<file path="src/rtl/rx_pkg.sv">
// ----------------------------------------------------------------------------
// rx_pkg
// Shared types and constants for the receive-side data buffer.
//   rx_size_t     : encoding of the AHB-side read width on rx_size
//   RX_BUF_DEPTH  : default byte capacity of the buffer
//   RX_OCC_W      : width of the occupancy count for the default depth
//   rx_bytes()    : rx_size -> requested byte count (1, 2 or 4)
//   rx_byte_mask(): byte count -> mask keeping the low-order bytes of a word
// ----------------------------------------------------------------------------
package rx_pkg;

    localparam int RX_BUF_DEPTH = 64;
    // Occupancy needs one extra bit so that a full buffer (DEPTH) is representable.
    localparam int RX_OCC_W     = $clog2(RX_BUF_DEPTH) + 1;

    typedef enum logic [1:0] {
        RX_SZ_1 = 2'd0,
        RX_SZ_2 = 2'd1,
        RX_SZ_4 = 2'd2
    } rx_size_t;

    // Encoding 3 is not named; it is treated as a 4-byte read like RX_SZ_4.
    function automatic logic [2:0] rx_bytes(input logic [1:0] sz);
        logic [2:0] n;
        case (rx_size_t'(sz))
            RX_SZ_1: n = 3'd1;
            RX_SZ_2: n = 3'd2;
            default: n = 3'd4;
        endcase
        return n;
    endfunction

    function automatic logic [31:0] rx_byte_mask(input logic [2:0] cnt);
        logic [31:0] m;
        m = '0;
        for (int k = 0; k < 4; k++) begin
            m[8*k +: 8] = (k < int'(cnt)) ? 8'hFF : 8'h00;
        end
        return m;
    endfunction

endpackage

</file>
<file path="src/rtl/rx_fifo_mem.sv">
// ----------------------------------------------------------------------------
// rx_fifo_mem
// DEPTH x 8 byte storage for the receive buffer. One synchronous write port
// and four combinational read ports at rd_addr .. rd_addr+3 (modulo DEPTH),
// packed little-endian so the byte at rd_addr lands in rd_word[7:0].
// The array is not reset; contents are only meaningful where the owner's
// occupancy count says they are.
//
// Ports:
//   clk      in   clock
//   wr_en    in   write this cycle
//   wr_addr  in   write address
//   wr_data  in   write byte
//   rd_addr  in   base read address
//   rd_word  out  {mem[a+3], mem[a+2], mem[a+1], mem[a]}
// ----------------------------------------------------------------------------
module rx_fifo_mem #(
    parameter int DEPTH = 64,
    parameter int AW    = $clog2(DEPTH)
) (
    input  logic          clk,
    input  logic          wr_en,
    input  logic [AW-1:0] wr_addr,
    input  logic [7:0]    wr_data,
    input  logic [AW-1:0] rd_addr,
    output logic [31:0]   rd_word
);

    logic [7:0] mem [DEPTH];

    always_ff @(posedge clk) begin
        if (wr_en) begin
            mem[wr_addr] <= wr_data;
        end
    end

    // Address arithmetic is AW bits wide, so +1..+3 wraps modulo DEPTH for free.
    always_comb begin
        rd_word = '0;
        for (int k = 0; k < 4; k++) begin
            rd_word[8*k +: 8] = mem[rd_addr + AW'(k)];
        end
    end

endmodule

</file>
<file path="src/rtl/rx_data_buffer.sv">
// ----------------------------------------------------------------------------
// rx_data_buffer
// Receive-side byte buffer between the USB RX top level and the AHB slave.
// Bytes strobed in by the RX side are stored in a circular buffer and handed
// out in 1-, 2- or 4-byte little-endian reads. Occupancy is a separate
// counter; overflow (write while full) and underrun (read asked for more
// than was held) are sticky until clear or reset.
//
// Ports:
//   clk                   in   system clock
//   n_rst                 in   async active-low reset
//   store_RX_packet_data  in   write strobe, one byte per cycle
//   RX_packet_data        in   byte to store
//   clear                 in   synchronous flush, highest priority
//   get_rx_data           in   read request pulse
//   rx_size               in   read width: 0=1B, 1=2B, 2/3=4B
//   rx_data               out  registered read result, oldest byte in [7:0]
//   rx_data_valid         out  pulse the cycle after a read
//   buffer_occupancy      out  bytes held, 0..DEPTH
//   overflow              out  sticky: write dropped while full
//   underrun              out  sticky: read short of requested bytes
// ----------------------------------------------------------------------------
module rx_data_buffer
    import rx_pkg::*;
#(
    parameter int DEPTH = RX_BUF_DEPTH
) (
    input  logic                     clk,
    input  logic                     n_rst,
    input  logic                     store_RX_packet_data,
    input  logic [7:0]               RX_packet_data,
    input  logic                     clear,
    input  logic                     get_rx_data,
    input  logic [1:0]               rx_size,
    output logic [31:0]              rx_data,
    output logic                     rx_data_valid,
    output logic [$clog2(DEPTH):0]   buffer_occupancy,
    output logic                     overflow,
    output logic                     underrun
);

    localparam int AW = $clog2(DEPTH);
    localparam int OW = AW + 1;

    logic [AW-1:0] wptr;
    logic [AW-1:0] rptr;
    logic [OW-1:0] occ;

    logic          full;
    logic          wr_ok;
    logic [2:0]    req_n;
    logic [2:0]    grant_n;
    logic [2:0]    pop_n;
    logic [31:0]   rd_word;

    assign buffer_occupancy = occ;

    // Fullness is judged on the pre-cycle count, so a same-cycle read never
    // makes room for a write.
    assign full  = (occ == OW'(DEPTH));
    assign wr_ok = store_RX_packet_data && !full && !clear;

    always_comb begin
        req_n = rx_bytes(rx_size);
        if (occ < OW'(req_n)) begin
            grant_n = occ[2:0];
        end else begin
            grant_n = req_n;
        end
        pop_n = get_rx_data ? grant_n : 3'd0;
    end

    rx_fifo_mem #(
        .DEPTH (DEPTH),
        .AW    (AW)
    ) u_mem (
        .clk     (clk),
        .wr_en   (wr_ok),
        .wr_addr (wptr),
        .wr_data (RX_packet_data),
        .rd_addr (rptr),
        .rd_word (rd_word)
    );

    always_ff @(posedge clk or negedge n_rst) begin
        if (!n_rst) begin
            wptr          <= '0;
            rptr          <= '0;
            occ           <= '0;
            rx_data       <= '0;
            rx_data_valid <= 1'b0;
            overflow      <= 1'b0;
            underrun      <= 1'b0;
        end else if (clear) begin
            // rx_data deliberately keeps its last value across a flush.
            wptr          <= '0;
            rptr          <= '0;
            occ           <= '0;
            rx_data_valid <= 1'b0;
            overflow      <= 1'b0;
            underrun      <= 1'b0;
        end else begin
            rx_data_valid <= get_rx_data;

            if (get_rx_data) begin
                rx_data <= rd_word & rx_byte_mask(grant_n);
                // For DEPTH=4 a 4-byte pop truncates to 0, which is the same
                // position modulo DEPTH.
                rptr    <= rptr + AW'(grant_n);
                if (grant_n != req_n) begin
                    underrun <= 1'b1;
                end
            end

            if (store_RX_packet_data) begin
                if (full) begin
                    overflow <= 1'b1;
                end else begin
                    wptr <= wptr + AW'(1);
                end
            end

            occ <= occ + OW'(wr_ok) - OW'(pop_n);
        end
    end

endmodule

</file>
<file path="config.mk">
export PLATFORM = sky130hd
export DESIGN_NAME = rx_data_buffer
export DESIGN_NICKNAME = d
export VERILOG_FILES = /design/src/rtl/rx_pkg.sv /design/src/rtl/rx_fifo_mem.sv /design/src/rtl/rx_data_buffer.sv
export SDC_FILE = /design/constraint.sdc
export NUM_CORES = 1
export LEC_CHECK = 0
export ABC_AREA = 1
export ABC_CLOCK_PERIOD_IN_PS = 4100
export BUFFER_PORTS_ARGS = -buffer_cell sky130_fd_sc_hd__buf_2
export CAP_MARGIN = 15
export CORE_ASPECT_RATIO = 0.75
export CORE_MARGIN = 4
export CORE_UTILIZATION = 40
export DETAILED_ROUTE_END_ITERATION = 7
export SLEW_MARGIN = 10
export SYNTH_ARGS = -nofsm -noshare
export SYNTH_HDL_FRONTEND = slang
export SYNTH_SLANG_ARGS = --single-unit
</file>
<file path="constraint.sdc">
create_clock -name clk -period 4.1 [get_ports clk]
set_clock_uncertainty 0.05 [all_clocks]
set_input_delay 0.41 -clock clk [delete_from_list [all_inputs] [get_ports clk]]
set_output_delay 0.41 -clock clk [all_outputs]
set_load 0.005 [all_outputs]
</file>
== Word level (Yosys, flattened, before mapping) ==
Memories as Yosys holds them, arrays and structs flattened.
Index checks and enable logic that the tools add are counted.
Word-level totals
  flip-flop bits (word level): 54
  memories kept: 1
  memory bits (writable): 512
  output and inout port bits: 42
  word-level logic and storage cells: 61
  bits of input ports: 15
Memory list
  u_mem.mem: words 64, bits a word 8, read ports 4, clocked after memory_dff 0, wr ports 1, line rx_fifo_mem.sv:29  | logic [7:0] mem [DEPTH];
Operators by class
  order comparisons: 5
  multiplexer cells: 22
  add/sub/neg operators: 7
  reduce and logical (&&, ||, !) cells: 13
  bitwise gates (word level): 2
  eq/ne operators: 4
Operators by type and width (number)
  bitwise AND 32 bit: 1
  2-to-1 mux 8 bit: 4
  2-to-1 mux 6 bit: 5
  adder 6 x 1 -> 6 bit (second input constant): 2
  adder 6 x 2 -> 6 bit (second input constant): 2
  2-to-1 mux 1 bit: 9
  AND reduction 2 bit: 4
  nonzero test 2 bit: 4
  adder 7 x 1 -> 7 bit: 1
  == test 7 bit (second input constant): 1
  less-than comparator 7 x 3 -> 1 bit: 1
  2-to-1 mux 7 bit: 1
  subtractor 7 x 3 -> 7 bit: 1
  adder 6 x 3 -> 6 bit: 1
  less-than comparator 1 x 3 -> 1 bit (first input constant): 2
  less-than comparator 2 x 3 -> 1 bit (first input constant): 2
  2-to-1 mux 3 bit: 2
  case mux 3 bit (2 select lines): 1
  inequality test 3 bit: 1
  == test 2 x 1 -> 1 bit (second input constant): 1
  logical AND 1 bit: 2
  logical NOT 1 bit: 2
  logical NOT 2 bit: 1
  inequality test 2 bit (second input constant): 1
  NOT 1 bit: 1

== Depth between registers and ports, before layout ==
  depth after elaboration: 8
  gate-level depth with buffers: 24
  depth with buffers taken out: 24

== Hierarchy ==
From an unflattened synthesis, not the netlist that was laid out.
Unflattened totals
  cells, all modules: 4491
  area, all modules: 34800.9 sq um
By module, submodules not included
  rx_fifo_mem: cells each 4139, times used 1, area an instance 31793.0 sq um
  rx_data_buffer: cells each 352, times used 1, area an instance 3007.9 sq um

== Worst setup path after synthesis ==
OpenSTA, ideal clock, no wires.
  path kind: input -> register
  start: input port rx_size[0]
  end: register occ[6] (netlist: buffer_occupancy[6])
  path slack: 1018 ps
  data arrival time: 2914 ps
  path buffers: 0
  stages: 24
  data required time: 3932 ps
  cells stage by stage: inv_1 > nor2_1 > inv_1 > ha_1 > nand2_1 > inv_1 > nand2_1 > nand2_1 > nand2_2 > nand2_1 > nand2_1 > a21oi_1 > ha_1 > inv_1 > ha_1 > inv_1 > fa_1 > inv_1 > nand3_1 > nand2_1 > a21oi_1 > o21bai_1 > xor2_1 > nor2_1
On the way
  word-level cells in the longest chain between the ends: 7
  elaborated cells between the ends (all ways): 8
  classes of those cells: add/sub (1); order compare (1); eq/ne (1); mux (4); reduce/logical (1)
Ends and longest elaborated chain
  start: declaration: line rx_data_buffer.sv:34  | input logic [1:0] rx_size,
  == test 2 x 1 -> 1 bit / logical NOT 2 bit (equally long branches): line rx_pkg.sv:25  | case (rx_size_t'(sz))
  case mux 3 bit (2 select lines) *: line rx_pkg.sv:25
  less-than comparator 7 x 3 -> 1 bit: line rx_data_buffer.sv:65  | if (occ < OW'(req_n)) begin
  2-to-1 mux 3 bit *: line rx_data_buffer.sv:65
  2-to-1 mux 3 bit *: line rx_data_buffer.sv:70  | pop_n = get_rx_data ? grant_n : 3'd0;
  subtractor 7 x 3 -> 7 bit *: line rx_data_buffer.sv:123  | occ <= occ + OW'(wr_ok) - OW'(pop_n);
  2-to-1 mux 7 bit *: line rx_data_buffer.sv:94  | end else if (clear) begin
  end signal: assignment: line rx_data_buffer.sv:123
  end: declaration: line rx_data_buffer.sv:47  | logic [OW-1:0] occ;
Every way passes the cells marked *; elsewhere a longest branch is shown, timed or not.
A chain may end at the register's enable or synchronous reset.

== Worst setup path after layout ==
  start: register rptr[0]
  end: register rx_data[24]
On the way
  word-level cells in the longest chain between the ends: 3
Ends and longest elaborated chain
  start: declaration: line rx_data_buffer.sv:46  | logic [AW-1:0] rptr;
  start signal: assignment: line rx_data_buffer.sv:109  | rptr <= rptr + AW'(grant_n);
  adder 6 x 2 -> 6 bit: line rx_fifo_mem.sv:41  | rd_word[8*k +: 8] = mem[rd_addr + AW'(k)];
  memory (64 x 8 bit)
  bitwise AND 32 bit: line rx_data_buffer.sv:106  | rx_data <= rd_word & rx_byte_mask(grant_n);
  end signal: assignment: line rx_data_buffer.sv:106
  end: declaration: line rx_data_buffer.sv:35  | output logic [31:0] rx_data,
Every way passes these cells.

==> results.sh <==
export IMPL_run_status="finished clean"
export IMPL_finalSetupViolations=0
export IMPL_fin_tns_setup_ps=0
export IMPL_tritoncts="built"
export IMPL_die_w_um=351
export IMPL_placed_cell_area_um2=36700
export IMPL_grt_pass1_vias=31097
export IMPL_io_buffers=56
export IMPL_grt_antenna_before_repair=5
export IMPL_slew_headroom_pct=16.0
export IMPL_critPathRequiredTime_ps=4590
export IMPL_finalWorstSetupSlack_ps=528
export IMPL_fmaxAchievable_mhz=280
export IMPL_grt_total_usage_pct=29.5
export IMPL_std_cell_rows=94
export IMPL_final_hold_viol_count=0
export IMPL_critPathMostFrequentCell="nand2_1"
export IMPL_htree_levels=2
export IMPL_place_ws_ps=459
export IMPL_syn_avg_cell_area_um2=7.18
export IMPL_yosysSeqAreaShare_pct=47.3
export IMPL_wl_mm=141
export IMPL_syn_area_um2=35400
export IMPL_crit_path_max_fanout=56
export IMPL_place_gp_congestion=0.991
export IMPL_min_period_ps=3570
export IMPL_peakVddDrop_mv=0.655
export IMPL_die_area_um2=93300
export IMPL_clk_pin_slew_worst_paths_ps=60
export IMPL_synth_top_area_cell="edfxtp_1"
export IMPL_critical_path_cell_chain="inv_16 > ha_4 > xnor2_4 > buf_4 > nand2_1 > nand3_1 > nand3_1 > nand2_1 > nand2_1 > nand3_1 > nand2_1"
export IMPL_numCtsBuffers=58
export IMPL_netSwitchingFraction_pct=46.8
export IMPL_grt_max_degree=217
export IMPL_final_cells=6027
export IMPL_nFillCells=8872
export IMPL_drt_wirelength_per_cell_um=23.4
export IMPL_power_per_cell_area_nw_per_um2=615
export IMPL_avgViaCountPerCell=5.82
export IMPL_clockPowerShare_pct=23.0
export IMPL_post_route_util_pct=44.0
export IMPL_worst_path_largest_cell_delay_ps=920
export IMPL_drive_gt1_share_pct=5.87
export IMPL_route_detailed_drc=0
export IMPL_p_sw_mw=11.1
export IMPL_finalCritPeriodShare_pct=87.1
export IMPL_max_cap_violations=0
export IMPL_synthTopCellsByArea="edfxtp_1 (43%), nand2_1 (27%), nand3_1 (17%), dfrtp_1 (3.8%), buf_2 (2.3%)"
export IMPL_start_kind="flip-flop"
export IMPL_rsz0062_at_grt="no"
export IMPL_drt_iter0_drc=5901
export IMPL_crit_type="reg2reg"
export IMPL_hpwl_mm=93.8
export IMPL_syn_nets=4963
export IMPL_firstDrtPassIters=7
export IMPL_drv_slew=0
export IMPL_grt_first_pass_wirelength_mm=205
export IMPL_p_comb_share_pct=48.6
export IMPL_nNetsFinal=4869
export IMPL_cp_arrival_ps=4060
export IMPL_pwr_share_seq_pct=28.4
export IMPL_leakage_nw=17.0
export IMPL_cts_buffer_depth=3
export IMPL_cp_slowest_cell="xnor2_4"
export IMPL_final_area_um2=38600
export IMPL_die_h_um=265
export IMPL_end_kind="flip-flop"
export IMPL_antenna_left=0
export IMPL_ios=57
export IMPL_hold_class="in2reg"
export IMPL_final_common_cell="nand2_1"
export IMPL_synth_warnings=0
export IMPL_p_int_mw=12.6
export IMPL_tightest_slew_ps=1260
export IMPL_synth_seq_cells=566
export IMPL_synth_cells=4923
export IMPL_initial_core_util_pct=40.3
export IMPL_dp_cells=5917
export IMPL_clockRootBuffer="clkbuf_16"
export IMPL_mostFrequentLayoutCells="nand2_1 (2562), nand3_1 (1201), edfxtp_1 (512)"
export IMPL_yosysUniqueCellTypes=38
export IMPL_grt_ovfl_total=0
export IMPL_vias=35070
export IMPL_clock_sinks=566
export IMPL_core_um2=87700
export IMPL_yosysTopAreaCellShare_pct=43.5
export IMPL_clk_latency_ps=640
export IMPL_syn2layout_area_growth_pct=9.28
-- path summary, 6_finish.rpt --
| path | startpoint | to | slack (ps) | depth (start not counted) |
|---|---|---|---|---|
| worst min register to register | rx_data[31] | rx_data[31] | 430 | 2 |
| worst max register to register | rptr[0] | rx_data[24] | 530 | 11 |
| min in group asynchronous | n_rst | rptr[1] | 290 | 2 |
| worst min-delay path | get_rx_data | rptr[4] | 50 | 3 |
| max in group asynchronous | n_rst | rx_data[30] | 2790 | 3 |
| worst max-delay path | rptr[0] | rx_data[24] | 530 | 11 |
-- power by group through the flow --
stage	Sequential, mW	Clock (mW)	Combinational (mW)
floorplan	6.74	0	7.11
global placement	6.87	0	11.0
detailed placement	6.86	0	11.1
CTS	6.75	5.50	11.1
global route	6.76	5.77	12.4
finish	6.75	5.46	11.6
-- final cells by class --
type                       count  area, um2  share of cell area (%)
antenna                        2       5.00                  0.0130
clock buffer                  71       1570                    4.07
clock inverter                33        310                   0.803
inverter                      82        339                   0.878
multi-input combinational   3955      17000                    43.9
sequential                   566      16700                    43.3
tap                         1152       1440                    3.73
timing repair buffer         166       1280                    3.30
-- cells by family after synthesis --
group,count (synthesis),synth area share (%)
xor+xnor,12,0.573
buf+inv,402,4.97
simple gates,3872,45.5
compound gates,46,0.715
flops,566,47.3
fa+ha+maj,25,0.927
-- state kept, by name (all words and copies together), names as in the netlist --
signal and flops:
buffer_occupancy 7, overflow 1, rptr 6, rx_data 32
rx_data_valid 1, u_mem.mem 512, underrun 1, wptr 6
-- metrics by stage --
step / hold slack, ps / power [mW]
3_5_place_dp: 398 / 17.9
2_1_floorplan: 64.4 / 13.9
6_report: 50.4 / 23.8
3_3_place_gp: 388 / 17.9
4_1_cts: 11.0 / 23.3
5_1_grt: 49.8 / 24.9
-- repair_timing --
action | in CTS | in global routing
hold endpoints to repair | 24 | 0
setup buffers | 0 | 0
resized for setup | 0 | 0
endpoints found under the setup margin | 0 | 0
hold buffers | 4 | 0
-- synthesized netlist by cell type (all sizes together) --
library cell and n:
xor2 9, o21ba 1, o21ai 20, nor3 9, nand3 1201, o211ai 1, nand2 2565, nand4 5
nor2 89, clkbuf 105, edfxtp 512, a31oi 1, o22ai 1, fa 2, o21bai 2, nand3b 2
ha 23, inv 80, xnor2 3, buf 215, a21oi 19, nor4 1, o2111ai 1, dfrtp 54
clkinv 2
-- per-layer routing --
layer  GRT usage, %  share of wire [%]  vias to the layer above
li1               -                  -                    16115
met1           43.0                 42                    16402
met2           41.1                 40                     2277
met3           10.2                 15                      272
met4           8.59                3.1                        4
met5              0              0.018                        -
-- worst max-delay path: cells and delay by family, from the launching register on --
kind / cells / cell delay (ps)
simple gates: 7 / 930
buf+inv: 2 / 550
xor+xnor: 1 / 920
flops: 1 / 710
fa+ha+maj: 1 / 260
No activity file was read; power rests on OpenSTA's default activity.
